## src/rtl/wb_select_stage.sv

```systemverilog
// Writeback select stage: picks one of NUM_SRC results and registers it for the register file.
// Optional operand-forward flags are built only when WB_FWD_EN is defined.
module wb_select_stage #(
  parameter int DATA_W  = 32,
  parameter int NUM_SRC = 4,
  parameter int SEL_W   = $clog2(NUM_SRC),
  parameter int RADDR_W = 5,
  parameter int CNT_W   = 32
) (
  input  logic                      i_clk,
  input  logic                      i_rst_n,
  input  logic [NUM_SRC*DATA_W-1:0] i_src,
  input  logic [SEL_W-1:0]          i_sel,
  input  logic                      i_valid,
  input  logic                      i_wr_en,
  input  logic [RADDR_W-1:0]        i_rd,
  input  logic                      i_stall,
  input  logic                      i_flush,
  input  logic [RADDR_W-1:0]        i_rs1,
  input  logic [RADDR_W-1:0]        i_rs2,
  output logic                      o_valid,
  output logic                      o_wr_en,
  output logic [RADDR_W-1:0]        o_rd,
  output logic [DATA_W-1:0]         o_wb_data,
  output logic                      o_sel_err,
  output logic [CNT_W-1:0]          o_retire_cnt,
  output logic                      o_fwd_rs1,
  output logic                      o_fwd_rs2
);

  logic [DATA_W-1:0]  w_sel_data;
  logic               w_legal;
  logic               w_load;
  logic               r_valid;
  logic               r_wr_en;
  logic [RADDR_W-1:0] r_rd;
  logic [DATA_W-1:0]  r_wb_data;
  logic               r_sel_err;
  logic [CNT_W-1:0]   r_cnt;

  assign w_legal = (int'(i_sel) < NUM_SRC);
  assign w_load  = ~i_flush & ~i_stall;

  // Out-of-range selects resolve to zero rather than an undefined slice.
  always_comb begin
    w_sel_data = '0;
    for (int k = 0; k < NUM_SRC; k++) begin
      if (int'(i_sel) == k) begin
        w_sel_data = i_src[k*DATA_W +: DATA_W];
      end
    end
  end

  // Flush clears only the qualifiers; rd and data keep their last values.
  always_ff @(posedge i_clk or negedge i_rst_n) begin
    if (!i_rst_n) begin
      r_valid   <= 1'b0;
      r_wr_en   <= 1'b0;
      r_rd      <= '0;
      r_wb_data <= '0;
    end else if (i_flush) begin
      r_valid <= 1'b0;
      r_wr_en <= 1'b0;
    end else if (!i_stall) begin
      r_valid   <= i_valid;
      r_wr_en   <= i_valid & i_wr_en & (i_rd != '0) & w_legal;
      r_rd      <= i_rd;
      r_wb_data <= w_sel_data;
    end
  end

  always_ff @(posedge i_clk or negedge i_rst_n) begin
    if (!i_rst_n) begin
      r_sel_err <= 1'b0;
      r_cnt     <= '0;
    end else if (w_load && i_valid) begin
      r_cnt <= r_cnt + CNT_W'(1);
      if (!w_legal) begin
        r_sel_err <= 1'b1;
      end
    end
  end

  assign o_valid      = r_valid;
  assign o_wr_en      = r_wr_en;
  assign o_rd         = r_rd;
  assign o_wb_data    = r_wb_data;
  assign o_sel_err    = r_sel_err;
  assign o_retire_cnt = r_cnt;

`ifdef WB_FWD_EN
  assign o_fwd_rs1 = r_valid & r_wr_en & (r_rd == i_rs1) & (i_rs1 != '0);
  assign o_fwd_rs2 = r_valid & r_wr_en & (r_rd == i_rs2) & (i_rs2 != '0);
`else
  logic w_unused_rs;
  assign w_unused_rs = ^{i_rs1, i_rs2};
  assign o_fwd_rs1   = 1'b0;
  assign o_fwd_rs2   = 1'b0;
`endif

endmodule

```

## config.mk

```make
export PLATFORM = sky130hd
export DESIGN_NAME = wb_select_stage
export DESIGN_NICKNAME = d
export VERILOG_FILES = /design/src/rtl/wb_select_stage.sv
export SDC_FILE = /design/constraint.sdc
export NUM_CORES = 1
export LEC_CHECK = 0
export ABC_AREA = 0
export BUFFER_PORTS_ARGS = -buffer_cell sky130_fd_sc_hd__buf_2
export CAP_MARGIN = 40
export CORE_MARGIN = 2
export CORE_UTILIZATION = 39
export CTS_CLUSTER_DIAMETER = 60
export DETAILED_ROUTE_END_ITERATION = 16
export GPL_TIMING_DRIVEN = 0
export PLACE_DENSITY = 0.76
export SLEW_MARGIN = 5
export SYNTH_ARGS = -nofsm -noshare
export SYNTH_HDL_FRONTEND = slang
export SYNTH_SLANG_ARGS = --single-unit
export TNS_END_PERCENT = 100
```

## constraint.sdc

```tcl
create_clock -name i_clk -period 1.5 [get_ports i_clk]
set_input_delay 0.375 -clock i_clk [delete_from_list [all_inputs] [get_ports i_clk]]
set_output_delay 0.375 -clock i_clk [all_outputs]
set_load 0.01 [all_outputs]
```

-- Word-level counts from Yosys, hierarchy flattened
Index checks and enable logic that the tools add are counted.
- bits in writable memories: 0
- memories: 0
- latch bits: 0
- logic and storage cells: 27
- input port bits: 151
- bits in registers: 71
- bits in read-only memories: 0
- shift-type cells: 0
- magnitude comparators: 0
- $add $sub $neg: 1
- div/mod/pow operators: 0
- bitwise gates (word level): 5
- equal/unequal tests: 4
- $mul: 0
- multiplexer cells: 8
- reductions and logical operators: 4
- operators with widths (operator ; number):
    $mux 32 ; 4
    $add 32x1->32 const B ; 1
    $reduce_bool 5->1 ; 1
    $eq 2x2->1 const B ; 2
    $mux 1 ; 4
    $and 1x1->1 ; 3
    $eq 2x1->1 const B ; 1
    $logic_not 2->1 ; 1
    $ne 2x1->1 const B ; 1
    $not 1->1 ; 2
    $reduce_and 2->1 ; 1
    $logic_and 1x1->1 ; 1

-- Depth between registers and ports, before layout
- depth after elaboration: 5
- depth in mapped cells: 6
- depth with buffers taken out: 5

-- Worst setup path before layout
OpenSTA, ideal clock, no wires.
- kind: input to register
- start point: input i_sel[0]
- end point: register r_wb_data[0] (netlist: o_wb_data[0])
- arrival: 1.668 ns
- library setup time: 0.125 ns
- path buffers: 2
- stages on the path: 4
- path slack: -0.292 ns
- path through: clkbuf_1 > buf_2 > mux4_2 > mux2_2
- word-level cells in the longest chain between the ends: 5
- ends and longest elaborated chain (item ; RTL line ; source):
    from (decl) ; 13 ; input logic [SEL_W-1:0] i_sel,
    $logic_not 2->1 ; 48 ; if (int'(i_sel) == k) begin
    $mux 32 (3 in series) ; 48 ;
    $mux 32 (*) ; 48 ;
    to (signal assigned) ; 68 ; r_wb_data <= w_sel_data;
    to (decl) ; 37 ; logic [DATA_W-1:0] r_wb_data;
Mark *: on every way between the ends. The rest lies on a longest branch, timed or not.
A chain may end at the register's enable or synchronous reset.

-- Final worst setup path
- start point: register r_cnt[17] (netlist: o_retire_cnt[17])
- end point: register r_cnt[28] (netlist: o_retire_cnt[28])
- word-level cells in the longest chain between the ends: 1
- ends and longest elaborated chain (item ; RTL line ; source):
    from (decl) ; 39 ; logic [CNT_W-1:0] r_cnt;
    from (signal assigned) ; 77 ; r_cnt <= r_cnt + CNT_W'(1);
    $add 32x1->32 ; 77 ;
Every way passes these cells.

==> out/qor.csv <==
metric,value,unit
report.final.slew_viol_count,0,
clock-sinks,71,
period_minus_slack,1.50,ns
grt_pass1_wl,16.4,mm
p_leak,2.65,nW
pwr-share-seq,44.5,%
hold_start,i_flush,
ios,225,
die_w,102,um
combPwrFrac,26.0,%
pwr-share-clk,29.5,%
ant_nets,0,
synth_seq_area_share,47.8,%
ir_worst_vdd,0.000490,V
viasPerCell,5.00,
wirelength,10.7,mm
path_clk_slew,0.08,ns
p_sw_share,29.2,%
fin_nets,651,
synth_fa_ha_area_share,0.337,%
setup_tns,-0.00573,ns
post-route-cell-area,5430,um2
dieArea,10300,um2
place_worst_setup_slack,-0.335,ns
drv_cap,0,
path_max_fanout,9,
met1_usage,22.0,%
hpwl,8.50,mm
startpoint,o_retire_cnt[17]$_DFFE_PN0P_,
synth_compound_area_share,0.269,%
finClkSkew,0.00939,ns
grt_use_met3,8.14,%
synth_xor_xnor_area_share,7.31,%
floorplan.initialDensity,40.2,%
synth_top_family_by_area,multiplexers,
path_class,reg2reg,
synthCells,254,
tightest_slew,0.588,ns
first_iter_violations,53,
antenna_found_initial,1,
grt_use_total,21.0,%
yosys.area_share.simple,10.7,%
core,9240,um2
status,"complete, but fails checks",
slew_headroom,60.8,%
rsz0062_at_grt,true,
busiest_layer,met2,
setup_ws,-0.00320,ns
synthArstFlopShare,100,%
gp_congestion,0.811,
num_vias,3167,
synth_area,3720,um2
synthMuxAreaShare,30.9,%
gr-usage-met2,37.1,%
worst_setup_path_start_kind,register,
worstPathRequired,1.73,ns
layout.cells.non_filler,633,
place_area,5040,um2
power_density,962,nW/um2
numCtsBuffers,9,
synthFlopType,dfrtp_1,
r2r-start,o_retire_cnt[17]$_DFFE_PN0P_,
place_inst,596,
drive_gt1_share,68.8,%
hold_viol,0,
antenna_cells,0,
violations,negative setup slack,
num_rows,35,
syn_to_final_growth,46.1,%
fmaxAchievable,665,MHz
h-tree-depth,3,
post-route-period-util,100,%
synth_edf_count,0,
power.internal,3.70,mW
wl_per_cell,17.0,um
drcViolationCount,0,
finalSetupViolations,4,
port_buffers,210,
yosys_warnings,0,
overflow,0,
clockBufferDepth,2,
ys_ff_latch,71,
clockRootBuffer,clkbuf_8,
ys_types,31,
tritoncts,yes,
end_kind,register,
synth.avg_cell_area,14.6,um2
p_sw,1.52,mW
die_h,102,um
grt_pass1_vias,3327,
clk_latency,0.35,ns
grt_max_degree,40,
fillers,788,
min_path_type,in2reg,
dr.pass1.iters,5,
cp.arrival,1.73,ns
flip-flops by register name, indices dropped and copies added, names as in the netlist:
| name | flops |
|---|---|
| o_retire_cnt | 32 |
| o_rd | 5 |
| o_wr_en | 1 |
| o_valid | 1 |
| o_wb_data | 32 |
what timing repair did:
item,4_1_cts,5_1_grt
resized for setup,7,5
pin swaps,9,7
hold buffers,1,0
buffers inserted,8,11
setup endpoints to repair,23,23
endpoints found under the hold margin,32,0
gates cloned,1,0
per-layer routing:
layer  vias to the layer above  part of all wire [%]
met1                      1554                    35
met3                        29                   8.1
met5                         -                     0
met2                       147                    53
li1                       1437                     -
met4                         0                   3.7
cell families (layout without fill, tap and decap cells):
family                     after synthesis  after routing
and+or+nand+nor                         61             61
xor gates and xnor gates                31             31
buffers and inverters                   17            265
AOI/OAI and AO/OA                        2              2
DFF                                     71             71
muxes                                   70             70
adders and majority gates                1              1
other                                    1              3
area by class of cell:
| type | count | area [um2] | share of cell area, % |
|---|---|---|---|
| clock buffer | 9 | 124 | 2.28 |
| multi-input combinational | 168 | 1890 | 34.7 |
| timing repair buffer | 232 | 1240 | 22.8 |
| sequential | 71 | 1780 | 32.9 |
| inverter | 1 | 3.75 | 0.0691 |
| clock inverter | 7 | 72.6 | 1.34 |
| buffer | 16 | 160 | 2.95 |
| tap | 129 | 161 | 2.97 |
through the flow:
step / power [mW] / utilization [%] / hold WS, ns
after floorplan: 3.00 / - / 0.0794
after global placement: 3.56 / 54.3 / 0.467
after detailed placement: 3.63 / 54.5 / 0.352
after CTS: 5.25 / 57.7 / 0.220
after global routing: 5.49 / 58.8 / 0.217
final: 5.22 / 58.8 / 0.236
synth_stat cells (2+ instances only):
cell	instances	share of area, %
mux4_2	32	19
nand2_1	11	1.1
xor2_1	3	0.71
buf_2	6	0.81
nand4_1	9	1.5
and3_1	5	0.84
nand3_1	13	1.8
buf_4	4	0.81
dfrtp_1	71	48
xnor2_1	28	6.6
and4_1	4	0.94
nor2_1	7	0.71
nor4_4	2	1.1
a21oi_1	2	0.27
clkbuf_1	4	0.40
mux2_2	38	12
power groups by stage:
stage	Sequential [mW]	Clock, mW	Combinational [mW]
2_1_floorplan	2.50	0	0.506
6_report	2.33	1.54	1.36
3_5_place_dp	2.39	0	1.24
5_1_grt	2.36	1.67	1.47
3_3_place_gp	2.37	0	1.19
4_1_cts	2.34	1.59	1.32
worst max-delay path: stages, from the launching register on:
cell,delay [ns]
dfrtp_1,0.41
nand4_1,0.19
nor4_4,0.32
buf_6,0.18
nand4_1,0.14
xnor2_1,0.15
worst paths after layout:
path / to / slack (ns) / cells past startpoint
min in group asynchronous: o_wb_data[3]$_DFFE_PN0N_ / 0.49 / 2
max in group asynchronous: o_retire_cnt[3]$_DFFE_PN0P_ / 0.41 / 3
hold / removal: o_valid$_DFFE_PN0P_ / 0.24 / 2
setup / recovery: o_retire_cnt[28]$_DFFE_PN0P_ / -0.003 / 5
setup reg to reg: o_retire_cnt[28]$_DFFE_PN0P_ / -0.003 / 5
hold reg to reg: o_retire_cnt[31]$_DFFE_PN0P_ / 0.49 / 1
cell usage in the layout (no fill, tap or decap), types with 5 or more instances in the layout:
cell type    n
buf_2      212
xnor2_1     28
clkbuf_8     9
mux4_2      32
nand3_1     11
and3_1       5
dfrtp_1     65
nand2_1     10
dfrtp_2      6
buf_4       23
nand4_1      9
mux2_2      38
nor2_1       6
Note: power is estimated with default switching activity, not from simulation.
